**src/rtl/imm_extend_seq_pkg.sv**
```systemverilog
// imm_pkg: immediate-source modes, field widths and FSM states for imm_extend_seq
package imm_pkg;
  typedef enum logic [2:0] {
    ROT8   = 3'b000,
    ZEXT12 = 3'b001,
    BRANCH = 3'b010,
    HALF8  = 3'b011,
    SEXT12 = 3'b100
  } imm_src_e;
  localparam int ROT_FIELD_W = 4;
  typedef enum logic [1:0] {IDLE, ROT, DONE} state_e;
endpackage

```
**src/rtl/imm_extend_seq_ror_step.sv**
```systemverilog
// ror_step: combinational rotate-right of a DATA_W word by 0..ROT_STEP bits
module ror_step #(
  parameter int DATA_W = 32,
  parameter int ROT_STEP = 2
) (
  input  logic [DATA_W-1:0]                din,
  input  logic [$clog2(ROT_STEP+1)-1:0]    amt,
  output logic [DATA_W-1:0]                dout
);
  // a left shift by DATA_W yields zero, so amt == 0 passes din through
  assign dout = (din >> amt) | (din << (DATA_W - 32'(amt)));
endmodule

```
**src/rtl/imm_extend_seq.sv**
```systemverilog
// imm_extend_seq: multi-cycle ARM immediate extender with an iterative ROT_STEP-bit rotator
module imm_extend_seq
  import imm_pkg::*;
#(
  parameter int DATA_W = 32,
  parameter int ROT_STEP = 2
) (
  input  logic              clk,
  input  logic              reset,
  input  logic              in_valid,
  output logic              in_ready,
  input  logic [23:0]       instr,
  input  logic [2:0]        imm_src,
  input  logic              carry_in,
  input  logic              flush,
  output logic              out_valid,
  input  logic              out_ready,
  output logic [DATA_W-1:0] ext_imm,
  output logic              carry_out,
  output logic              illegal
);
  localparam int AW = ROT_FIELD_W + 1;
  localparam int SW = $clog2(ROT_STEP + 1);
  state_e state, state_nx;
  logic [AW-1:0] amt, rem;
  logic [SW-1:0] step;
  logic [DATA_W-1:0] imm8, final_imm, rot;
  logic accept, rot_go, last;
  assign amt = {instr[8 +: ROT_FIELD_W], 1'b0};
  assign imm8 = DATA_W'(instr[7:0]);
  assign in_ready = (state == IDLE) & ~reset;
  assign out_valid = state == DONE;
  assign accept = in_valid & in_ready & ~flush;
  assign rot_go = (imm_src == ROT8) && (amt != '0);
  assign step = (rem > AW'(ROT_STEP)) ? SW'(ROT_STEP) : SW'(rem);
  assign last = rem == AW'(step);
  // ROT8 loads the unrotated byte; the rotator works on ext_imm in place
  assign final_imm = imm_src == ROT8   ? imm8 :
                     imm_src == ZEXT12 ? DATA_W'(instr[11:0]) :
                     imm_src == BRANCH ? {{(DATA_W-26){instr[23]}}, instr, 2'b00} :
                     imm_src == HALF8  ? DATA_W'({instr[11:8], instr[3:0]}) :
                     imm_src == SEXT12 ? {{(DATA_W-12){instr[11]}}, instr[11:0]} : '0;
  ror_step #(.DATA_W(DATA_W), .ROT_STEP(ROT_STEP)) u_ror (
    .din  (ext_imm),
    .amt  (step),
    .dout (rot)
  );
  always_ff @(posedge clk or posedge reset) begin
    if (reset) state <= IDLE;
    else       state <= state_nx;
  end
  always_comb begin
    state_nx = flush           ? IDLE :
               state == IDLE   ? (accept ? (rot_go ? ROT : DONE) : IDLE) :
               state == ROT    ? (last ? DONE : ROT) :
               out_ready       ? IDLE : DONE;
  end
  always_ff @(posedge clk or posedge reset) begin
    if (reset) begin
      ext_imm   <= '0;
      carry_out <= 1'b0;
      illegal   <= 1'b0;
      rem       <= '0;
    end else if (accept) begin
      ext_imm   <= final_imm;
      carry_out <= carry_in;
      illegal   <= imm_src > SEXT12;
      rem       <= rot_go ? amt : '0;
    end else if (state == ROT && !flush) begin
      ext_imm <= rot;
      rem     <= rem - AW'(step);
      if (last) carry_out <= rot[DATA_W-1];
    end
  end
endmodule

```
**config.mk**
```make
export PLATFORM = sky130hd
export DESIGN_NAME = imm_extend_seq
export DESIGN_NICKNAME = d
export VERILOG_FILES = /design/src/rtl/imm_extend_seq_pkg.sv /design/src/rtl/imm_extend_seq_ror_step.sv /design/src/rtl/imm_extend_seq.sv
export SDC_FILE = /design/constraint.sdc
export NUM_CORES = 1
export LEC_CHECK = 0
export ABC_AREA = 0
export BUFFER_PORTS_ARGS = -buffer_cell sky130_fd_sc_hd__buf_2
export CORE_MARGIN = 5
export CORE_UTILIZATION = 30
export CTS_CLUSTER_DIAMETER = 40
export DETAILED_ROUTE_END_ITERATION = 7
export SKIP_LAST_GASP = 1
export SYNTH_ARGS = -nofsm -noshare
export SYNTH_HDL_FRONTEND = slang
export SYNTH_SLANG_ARGS = --single-unit
```
**constraint.sdc**
```tcl
create_clock -name clk -period 2.3 [get_ports clk]
set_input_delay 0 -clock clk [delete_from_list [all_inputs] [get_ports clk]]
set_output_delay 0 -clock clk [all_outputs]
set_load 0.02 [all_outputs]
```
After elaboration in Yosys (flattened, before gate mapping)
Cells that the tools add are included.
Storage, ports and cells
  logic and storage cells: 54
  bits of input ports: 33
  output and inout port bits: 36
  register bits after elaboration: 41
Operators by class
  magnitude comparators: 2
  reductions and logical operators: 9
  shift operators: 2
  multiplexer cells: 21
  eq/ne operators: 7
  $add $sub $neg: 2
  bitwise logic cells: 6
Operators with widths (number)
  two-way mux 32 bit: 7
  bitwise OR 32 bit: 1
  left shift 32 x 32 -> 32 bit: 1
  >> shifter 32 x 2 -> 32 bit: 1
  two-way mux 2 bit: 8
  two-way mux 5 bit: 3
  subtractor 6 x 2 -> 7 bit (first input constant): 1
  equality test 3 x 2 -> 1 bit (second input constant): 2
  equality test 5 x 2 -> 1 bit: 1
  > comparator 5 x 2 -> 1 bit (second input constant): 1
  nonzero test 5 bit: 1
  subtractor 5 x 2 -> 5 bit: 1
  nonzero test 2 bit: 2
  AND 1 bit: 3
  equality test 3 x 1 -> 1 bit (second input constant): 1
  equality test 3 bit (second input constant): 1
  > comparator 3 bit (second input constant): 1
  zero test 3 bit: 1
  two-way mux 1 bit: 3
  equality test 2 x 1 -> 1 bit (second input constant): 1
  equality test 2 bit (second input constant): 1
  logical AND 1 bit: 2
  zero test 2 bit: 1
  inverter 1 bit: 2
  other kinds (2): 2

Longest topological paths before layout
Gate-level depths: netlist (run 1).
  depth in word-level cells: 8
  mapped depth: 9
  gate-level depth less buffers: 8

Modules after synthesis
A second synthesis (run 1) with hierarchy kept.
Second synthesis, totals
  cells, all modules: 318
  area total of the unflattened synthesis: 3240.6 um2
By module, submodules not included
  imm_extend_seq: cells an instance 257, area each 2354.8 um2, seq. area each 1026.0 um2, times used 1
  ror_step: cells an instance 61, area each 885.8 um2, seq. area each 0.0 um2, times used 1

Least setup slack after synthesis (run 1)
No wires, ideal clock.
  path type: register to register
  start point: register rem[3]
  end point: register ext_imm[28]
  required time: 2.223 ns
  period minus slack after synthesis: 2.312 ns
  slack: -0.012 ns
  path buffers: 2
  stages on the path, launching flop included: 10
  arrival: 2.235 ns
  library setup time: 0.077 ns
  cells stage by stage: dfrtp_1 nor4_1 buf_2 clkbuf_1 ha_1 nor3b_1 nor3_1 o21ai_0 a31oi_1 o21ai_1
Between the ends
  word-level cells in the longest chain between the ends: 7
  elaborated cells between the ends (all ways): 8
  those cells by class: 1 x add/sub; 1 x order compare; 2 x shift; 3 x mux; 1 x bitwise
RTL lines
  start: declaration: line imm_extend_seq.sv:25  | logic [AW-1:0] amt, rem;
  start signal: assignment: line imm_extend_seq.sv:68  | rem <= rot_go ? amt : '0;
  start signal: assignment: line imm_extend_seq.sv:71  | rem <= rem - AW'(step);
  > comparator 5 x 2 -> 1 bit (*): line imm_extend_seq.sv:35  | assign step = (rem > AW'(ROT_STEP)) ? SW'(ROT_STEP) : SW'(rem);
  two-way mux 2 bit (*): line imm_extend_seq.sv:35
  subtractor 6 x 2 -> 7 bit: line imm_extend_seq_ror_step.sv:11  | assign dout = (din >> amt) | (din << (DATA_W - 32'(amt)));
  left shift 32 x 32 -> 32 bit: line imm_extend_seq_ror_step.sv:11
  bitwise OR 32 bit (*): line imm_extend_seq_ror_step.sv:11
  two-way mux 32 bit (*): line imm_extend_seq.sv:69  | end else if (state == ROT && !flush) begin
  two-way mux 32 bit (*): line imm_extend_seq.sv:64  | end else if (accept) begin
  end signal: assignment: line imm_extend_seq.sv:65  | ext_imm <= final_imm;
  end signal: assignment: line imm_extend_seq.sv:70  | ext_imm <= rot;
  end: declaration: line imm_extend_seq.sv:18  | output logic [DATA_W-1:0] ext_imm,
Mark *: on every way between the ends. The rest lies on a longest branch, timed or not. The select of a mux whose other input is x is not followed.
A chain may end at the register's enable or synchronous reset.

Final worst setup path (run 1)
  start point: register rem[1]
  end point: register carry_out
Between the ends
  word-level cells in the longest chain between the ends: 8
  elaborated cells between the ends (all ways): 12
  those cells by class: 1 x add/sub; 1 x order compare; 1 x eq/ne; 2 x shift; 4 x mux; 1 x bitwise; 2 x reduce/logical
RTL lines
  > comparator 5 x 2 -> 1 bit: line imm_extend_seq.sv:35
  two-way mux 2 bit: line imm_extend_seq.sv:35
  subtractor 6 x 2 -> 7 bit: line imm_extend_seq_ror_step.sv:11
  left shift 32 x 32 -> 32 bit: line imm_extend_seq_ror_step.sv:11
  bitwise OR 32 bit: line imm_extend_seq_ror_step.sv:11
  two-way mux 1 bit: line imm_extend_seq.sv:72  | if (last) carry_out <= rot[DATA_W-1];
  two-way mux 1 bit: line imm_extend_seq.sv:69
  two-way mux 1 bit: line imm_extend_seq.sv:64
  end signal: assignment: line imm_extend_seq.sv:66  | carry_out <= carry_in;
  end signal: assignment: line imm_extend_seq.sv:72
  end: declaration: line imm_extend_seq.sv:19  | output logic carry_out,
Several ways; a longest one is shown, not always the timed one. The select of a mux whose other input is x is not followed.

==> flow_summary.yaml, run 1 <==
timing:
  setup_ws_ps: 214
  tightestPinTransition_ps: 676
  hold_viol_final: 0
  finalSetupViolations: 0
  whs_ps: 62.8
  fin_crit_sh: 0.907
  max_slew_margin: 0.549
  final_max_slew_viol_count: 0
  finClkSkew_ps: 7.21
  fin_crit_ps: 2090
  fin_setup_tns_ps: 0
  rsz0062_at_grt: "no"
  timing.fmax_mhz: 479
placement:
  post-place-ws_ps: 197
  dpl-instance-area_mm2: 0.00359
  dp_cells: 556
  io_buffers: 68
  dpl.hpwl_um: 6340
  gp_congestion: 0.854
cts:
  htree_levels: 2
  root_buffer: "clkbuf_8"
  clkLatencyLatePin_ps: 290
  clkTransAtPathRegs_ps: 80
  cts_tree: "yes"
  numCtsBuffers: 5
  cts.sinks: 41
  clockBufferDepth: 2
synth:
  yosysWarnings: 0
  synth.distinct_cells: 50
  synthArstFlopShare: 1.00
  syn_nets: 405
  ys_top_cells_by_area: "dfrtp_1, mux2i_1, o21ai_0, a21oi_1, nand2_1"
  synth_edf_count: 0
  yosys-top-cells-count: "dfrtp_1, nand2_1, o21ai_0"
  synth.most_common_cell: "dfrtp_1"
  synth_cells: 370
  yosysSeqAreaShare: 0.337
  syn_area_mm2: 0.00305
  synth_top_area_frac: 0.337
  ys.flop_type: "dfrtp_1"
  avgSynthCellArea_um2: 8.23
  synth_top_area_cell: "dfrtp_1"
  ys_ff_latch: 41
floorplanning:
  dieWidth_um: 111
  die_h_um: 111
  rows: 36
  pin_count: 69
  start_util: 0.310
  dieArea_mm2: 0.0123
  fp.coreArea_mm2: 0.00982
detailed_routing:
  wl_per_cell_um: 15.4
  ant_nets: 0
  drtIter0Drc: 141
  num_vias: 2956
  drt-total-wl_um: 8730
  route.detailed.drc: 0
  drt_first_pass_iters: 4
  post_drt_via_cell_ratio: 5.21
finish:
  multi_input_area_mm2: 0.00188
  seq_area_mm2: 0.00103
  utilization: 0.381
  nets: 468
  fin_cells: 567
  diodes: 0
  area_growth_pct: 22.9
  fin_area_mm2: 0.00374
  drive_gt1_frac: 0.249
  nFillCells: 1072
worst_setup_path:
  arrival_ps: 2240
  path_max_fanout: 6
  cp.required_ps: 2450
  end_kind: "flop"
  start_kind: "flop"
  critical_path_class: "flop to flop"
grt:
  grt_max_degree: 64
  grt_overflow_total: 0
  grt_use_total: 0.141
  grt_pass1_wl_um: 14600
  grt_pass1_vias: 2861
  antenna_found_initial: 0
power:
  p_per_area_mw_per_mm2: 1200
  leakage_nw: 1.60
  total_power_mw: 4.49
  irDropWorstVdd_uv: 469
run:
  max_cap_violations: 0
outcome:
  outcome: "complete, no violations"
worst_hold_path:
  hp-class: "primary input to flop"
==> layer usage <==
metal	vias to the layer above	part of all wire	global-route usage	routed length (um)
met5	-	0	0	0
met4	0	0.021	0.0476	180
met3	9	0.034	0.0235	298
met2	66	0.48	0.235	4190
met1	1382	0.47	0.186	4070
li1	1499	-	-	-
==> cells in the final DEF, fill, tap and decap left out, types with 3 or more instances in the layout <==
cell type      instances
buf_2                 68
nand2_1               40
dfrtp_1               40
o21ai_0               39
a21oi_1               36
mux2i_1               31
nor2_1                21
a21o_1                15
buf_4                 14
nor2b_1               13
o211ai_1              12
a31oi_1               11
a211oi_1              11
o21ai_1               10
clkbuf_8               6
nor3_1                 5
o221ai_1               4
a22oi_1                4
inv_1                  3
nand2b_1               3
nor3b_1                3
nand3_1                3
dlygate4sd3_1          3
buf_12                 3
==> repair_timing <==
item	CTS	global route
endpoints found under the setup margin	0	2
resized for setup	0	1
buffers inserted	0	0
hold buffers	3	0
endpoints found under the hold margin	17	0
==> state kept, by name, summed over array words and instances, names as in the netlist <==
name and cells:
ext_imm 32, rem 5, state 2, illegal 1
carry_out 1
==> cells by family (layout without fill, tap and decap cells) <==
family / count (synthesis) / after routing / share of synthesized area
AO/OA/AOI/OAI: 156 / 156 / 0.326
adder cells (fa/ha/maj): 2 / 2 / 0.00821
flip-flops: 41 / 41 / 0.337
AND/OR/NAND/NOR: 101 / 101 / 0.163
multiplexers: 33 / 33 / 0.109
XOR/XNOR: 1 / 1 / 0.00288
buffers and inverters: 35 / 99 / 0.0522
other: 1 / 1 / 0.00123
==> critical path, stage by stage (launching register included) <==
cell and delay (ps):
dfrtp_1 440, nor4_2 330, nand2_1 120, ha_1 360, nor2b_1 160, a221oi_1 380
a41oi_1 160
==> power breakdown <==
part	total (mW)	switching (mW)	internal [mW]
sequential	1.45	0.426	1.02
combinational	2.43	1.42	1.00
clock	0.615	0.262	0.353
total	4.49	2.11	2.38
==> cell type report <==
cell class	count	share of cell area
repair buffers	88	0.143
multi-input cells	294	0.503
clock buffers	6	0.0221
well taps	133	0.0444
inverters	3	0.00301
flip-flops and latches	41	0.274
clock inverters	2	0.0100
==> final timing paths <==
kind,startpoint,end,slack (ps),depth (start not counted)
min,instr[0],ext_imm[0]$_DFFE_PP0P_,60,3
min reg2reg,illegal$_DFFE_PP0P_,illegal$_DFFE_PP0P_,500,2
max in group asynchronous,reset,ext_imm[2]$_DFFE_PP0P_,1270,4
max reg2reg,rem[1]$_DFFE_PP0P_,carry_out$_DFFE_PP0P_,210,6
min in group asynchronous,reset,state[0]$_DFF_PP0_,380,3
max,rem[1]$_DFFE_PP0P_,carry_out$_DFFE_PP0P_,210,6
Note: power is estimated with default switching activity, not from simulation.
==> run 2: changes to the inputs <==
Settings changed: BUFFER_PORTS_ARGS -buffer_cell sky130_fd_sc_hd__buf_2 to not set, DONT_BUFFER_PORTS set to 1, PLACE_DENSITY set to 0.52.
Clock period 2.3 ns to 2.4 ns, I/O delays scaled along.
==> flow_summary.yaml, run 2 (synthesis results as in run 1) <==
outcome:
  outcome: "complete, no violations"
worst_setup_path:
  path_max_fanout: 8
  critical-path-max-stage-delay_ps: 470
  end_kind: "flop"
  arrival_ps: 2340
  r2r_cells: 6
  start_kind: "flop"
  endpoint: "carry_out$_DFFE_PP0P_"
  slowest_stage: "dfrtp_1"
  critical_path_class: "flop to flop"
  cp_cell_sequence: "nor4_2 -> nand2_1 -> ha_1 -> nor2b_1 -> a221oi_1 -> a41oi_1"
  reg2reg_slack_ps: 220
  timing.rr.end: "carry_out$_DFFE_PP0P_"
  r2r_start: "rem[2]$_DFFE_PP0P_"
  critPathLaunch: "rem[2]$_DFFE_PP0P_"
  cp.required_ps: 2560
finish:
  final_cell_mix: "nand2_1, dfrtp_1, o21ai_0"
  area_growth_pct: 15.2
  fin_cells: 512
  drive_gt1_frac: 0.0976
  top_regs: "ext_imm x32, rem x5, state x2"
  nets: 413
  top_register: "ext_imm"
  largest_reg_flops: 32
  diodes: 0
  fin_area_mm2: 0.00351
cts:
  clkLatencyLatePin_ps: 300
  root_buffer: "clkbuf_8"
  htree_levels: 2
  clockBufferDepth: 2
  cts.sinks: 41
  postCtsSetupBuffers: 0
  numCtsBuffers: 5
  clkTransAtPathRegs_ps: 80
  cts_tree: "yes"
timing:
  finalSetupViolations: 0
  fin_setup_tns_ps: 0
  final_max_slew_viol_count: 0
  max_slew_margin: 0.533
  rsz0062_at_grt: "no"
  fin_crit_sh: 0.909
  hold_viol_final: 0
  tightestPinTransition_ps: 697
  timing.fmax_mhz: 459
  finClkSkew_ps: 4.25
  fin_crit_ps: 2180
floorplanning:
  rows: 36
  die_h_um: 111
  pin_count: 69
  fp.coreArea_mm2: 0.00982
  dieWidth_um: 111
  start_util: 0.310
  dieArea_mm2: 0.0123
grt:
  grt_use_total: 0.151
  grt_pass1_vias: 2724
  antenna_found_initial: 0
  grt_pass1_wl_um: 15300
  grt_overflow_total: 0
  grt_max_degree: 64
detailed_routing:
  post_drt_via_cell_ratio: 5.49
  drtIter0Drc: 147
  drt_first_pass_iters: 4
  route.detailed.drc: 0
  wl_per_cell_um: 17.9
  drt-total-wl_um: 9150
  ant_nets: 0
  num_vias: 2809
run:
  max_cap_violations: 0
worst_hold_path:
  whs_path_depth: 3
  hp-class: "primary input to flop"
placement:
  dpl.hpwl_um: 6230
  dpl-instance-area_mm2: 0.00321
  gp_congestion: 0.746
  dp_cells: 486
  io_buffers: 0
power:
  irDropWorstVdd_uv: 538
  p_per_area_mw_per_mm2: 1150
  leakage_nw: 1.35
==> run 2: cell types whose count changed in the layout (fill, tap and decap cells not counted), sizes merged <==
cell,previous run,this run
buf,85,15
clkinvlp,1,0
dlygate4sd3,3,18
clkbuf,6,7
==> run 2: area by class of cell <==
type                            count  area (um2)
Fill cell                        1057        6310
Multi-Input combinational cell    294        1880
Sequential cell                    41        1030
Timing Repair Buffer               33         305
Tap cell                          133         166
Clock buffer                        7        86.3
Clock inverter                      1        30.0
Inverter                            3        11.3
==> run 2: metrics by stage <==
stage | power (mW) | util | hold WS (ps) | setup slack (ps)
final | 4.04 | 0.358 | 9.33 | 219
after global routing | 4.43 | 0.358 | 31.4 | 86.4
after CTS | 4.09 | 0.357 | 1.60 | 189
after detailed placement | 3.44 | 0.327 | 69.0 | 204
after global placement | 3.40 | 0.327 | 68.0 | 266
after floorplan | 3.01 | - | 66.4 | 88.4
==> run 2: how the worst min path moves through the flow <==
| stage | startpoint | slack [ps] | endpoint |
|---|---|---|---|
| CTS | instr[13] | 2 | ext_imm[15]$_DFFE_PP0P_ |
| global placement | flush | 70 | state[1]$_DFF_PP0_ |
| finish | imm_src[2] | 9 | ext_imm[7]$_DFFE_PP0P_ |
| global route | imm_src[2] | 30 | ext_imm[6]$_DFFE_PP0P_ |
| floorplan | flush | 70 | state[0]$_DFF_PP0_ |
| detailed placement | flush | 70 | state[0]$_DFF_PP0_ |
==> run 2: timing repair <==
action	CTS	global route
setup endpoints to repair	0	1
hold endpoints to repair	59	0
hold buffers	18	0
resized for setup	0	1
==> run 2: layer usage <==
metal,vias to the layer above,track usage,wire length [um]
met2,49,0.251,4430
met1,1365,0.187,4010
met4,0,0.0411,123
met3,7,0.0508,592
met5,-,0,0
li1,1388,-,-
==> run 2: report_power, final <==
part / switching (mW) / internal (mW)
sequential: 0.824 / 0.973
clock: 0.259 / 0.340
combinational: 0.862 / 0.785
==> run 2: critical path, delay by kind of cell, from the launching register on <==
family                   cells  cell delay (ps)
AND/OR/NAND/NOR              3              650
AO/OA/AOI/OAI                2              550
flip-flops                   1              470
adder cells (fa/ha/maj)      1              380
==> run 3: changes to the inputs <==
Settings changed: SYNTH_HIERARCHICAL set to 1.
==> flow_summary.yaml, run 3 <==
timing:
  max_slew_margin: 0.229
  finalSetupViolations: 1
  finClkSkew_ps: 11.8
  whs_ps: 8.69
  hold_viol_final: 0
  timing.fmax_mhz: 384
  fin_crit_sh: 1.08
  rsz0062_at_grt: "yes"
  fin_crit_ps: 2600
  final_max_slew_viol_count: 0
  tightestPinTransition_ps: 1150
  setup_ws_ps: -202
placement:
  post-place-ws_ps: -207
  gp_congestion: 0.778
  dpl.hpwl_um: 7220
  io_buffers: 0
floorplanning:
  dieWidth_um: 114
  rows: 38
  dieArea_mm2: 0.0130
  start_util: 0.303
  pin_count: 69
  fp.coreArea_mm2: 0.0107
  die_h_um: 114
detailed_routing:
  ant_nets: 0
  wl_per_cell_um: 20.7
  route.detailed.drc: 0
  num_vias: 2839
  drt_first_pass_iters: 4
  drtIter0Drc: 210
  post_drt_via_cell_ratio: 5.74
  drt-total-wl_um: 10300
finish:
  area_growth_pct: 21.9
  drive_gt1_frac: 0.206
  top_register: "ext_imm"
  largest_reg_flops: 32
  top_regs: "ext_imm x32, rem x5, state x2"
  multi_input_area_mm2: 0.00203
  final_cell_mix: "dfrtp_1, nor2_1, dlygate4sd3_1"
  seq_area_mm2: 0.00103
  utilization: 0.369
  layout_commonest_cell: "dfrtp_1"
  nets: 388
  nFillCells: 1078
synth:
  synthArstFlopShare: 1.00
  yosys-top-cells-count: "dfrtp_1, nor2_1, o21ai_0"
  ys.flop_type: "dfrtp_1"
  avgSynthCellArea_um2: 10.2
  synth_cells: 318
  synth_top_area_cell: "dfrtp_1"
  syn_area_mm2: 0.00324
  yosysWarnings: 6
  synth.distinct_cells: 59
  ys_top_cells_by_area: "dfrtp_1, mux4_2, o21ai_0, o211ai_1, a21oi_1"
  synth.most_common_cell: "dfrtp_1"
  synth_edf_count: 0
  yosysSeqAreaShare: 0.317
  syn_nets: 353
  synth_top_area_frac: 0.317
  ys_ff_latch: 41
cts:
  htree_levels: 2
  clkLatencyLatePin_ps: 290
  root_buffer: "clkbuf_8"
  numCtsBuffers: 5
  cts_tree: "yes"
  cts.sinks: 41
  clockBufferDepth: 2
  clkTransAtPathRegs_ps: 80
power:
  p_per_area_mw_per_mm2: 717
  irDropWorstVdd_uv: 298
  total_power_mw: 2.83
  leakage_nw: 1.56
worst_setup_path:
  path_max_fanout: 4
  r2r_start: "rem[0]$_DFFE_PP0P_"
  r2r_cells: 9
  start_kind: "flop"
  cp.required_ps: 2570
  slowest_stage: "dfrtp_1"
  reg2reg_slack_ps: -200
  endpoint: "carry_out$_DFFE_PP0P_"
  end_kind: "flop"
  cp_cell_sequence: "a2111oi_4 -> and2_4 -> inv_6 -> ha_4 -> mux2i_1 -> nor3_1 -> a311o_1 -> mux2_1 -> mux2_2"
  critical_path_class: "flop to flop"
  critical-path-max-stage-delay_ps: 410
  critPathLaunch: "rem[0]$_DFFE_PP0P_"
  arrival_ps: 2780
  timing.rr.end: "carry_out$_DFFE_PP0P_"
outcome:
  outcome: "finished, violations left"
  violations: "negative setup slack"
grt:
  grt_overflow_total: 0
  grt_pass1_vias: 2791
  grt_use_total: 0.155
  antenna_found_initial: 1
  grt_pass1_wl_um: 16000
  grt_max_degree: 33
worst_hold_path:
  hp-class: "primary input to flop"
run:
  max_cap_violations: 0
-- run 3: cell types whose count changed in the layout (fill, tap and decap cells not counted), moves of 9 or more --
cell / before / now
dlygate4sd3_1: 18 / 27
a31oi_1: 11 / 2
o21ai_0: 39 / 15
a21o_1: 15 / 2
mux2i_1: 31 / 9
a21oi_1: 36 / 23
mux4_2: 0 / 22
nand2_1: 40 / 18
-- run 3: logic make-up (layout without fill, tap and decap cells) --
kind of cell               count (synthesis)  after routing  share of synthesized area
AOI/OAI and AO/OA                        114            114                      0.241
other                                      1              2                    0.00116
xor gates and xnor gates                   2              2                    0.00541
DFF                                       41             41                      0.317
buffers and inverters                     32             68                     0.0652
and+or+nand+nor                           87             87                      0.136
adders and majority gates                  2              2                    0.00772
muxes                                     39             39                      0.227
-- run 3: worst min-delay path by stage --
stage | start | endpoint | slack (ps) | depth (start not counted)
2_1_floorplan | flush | state[0]$_DFF_PP0_ | 70 | 1
3_3_place_gp | reset | state[1]$_DFF_PP0_ | 10 | 1
3_5_place_dp | reset | state[0]$_DFF_PP0_ | 20 | 1
4_1_cts | instr[11] | rem[4]$_DFFE_PP0P_ | 2 | 2
5_1_grt | imm_src[2] | ext_imm[10]$_DFFE_PP0P_ | 4 | 2
6_report | imm_src[2] | ext_imm[10]$_DFFE_PP0P_ | 9 | 2
-- run 3: layer usage --
layer / vias up / wire, um / GRT usage
met3: 9 / 763 / 0.0435
met5: - / 0 / 0
met1: 1434 / 4560 / 0.218
met2: 81 / 4750 / 0.236
li1: 1315 / - / -
met4: 0 / 179 / 0.0435
-- run 3: final cells by class --
type                            count  area share
Multi-Input combinational cell    245       0.514
Sequential cell                    41       0.260
Timing Repair Buffer               55       0.146
Tap cell                          140      0.0443
Clock buffer                        7      0.0218
Clock inverter                      1     0.00760
Inverter                            5     0.00602
Antenna cell                        1    0.000633
-- run 3: timing repair --
| action | in CTS | in global routing |
|---|---|---|
| endpoints found under the hold margin | 40 | 0 |
| gates resized for setup | 0 | 18 |
| setup endpoints to repair | 13 | 16 |
| hold buffers | 27 | 0 |
| setup buffers | 1 | 5 |
| gates cloned | 0 | 3 |
| pin swaps | 2 | 1 |
-- run 3: critical path: cells and delay by family (launching register included) --
kind,cells,cell delay (ps)
AOI/OAI and AO/OA,2,730
buffers and inverters,1,30
and+or+nand+nor,2,290
adders and majority gates,1,280
muxes,3,750
DFF,1,410
-- run 3: power by group --
part | switching, mW | total (mW) | internal, mW
logic | 0.387 | 0.907 | 0.520
clock network | 0.248 | 0.588 | 0.340
registers | 0.481 | 1.34 | 0.858
-- run 3: metrics by stage --
stage | area (um2) | cells | TNS [ps]
after floorplan | 3270 | 318 | -509
after global placement | 3400 | 450 | -521
after detailed placement | 3400 | 450 | -880
after CTS | 3800 | 486 | -795
after global routing | 3950 | 495 | -619
final | 3950 | 495 | -202
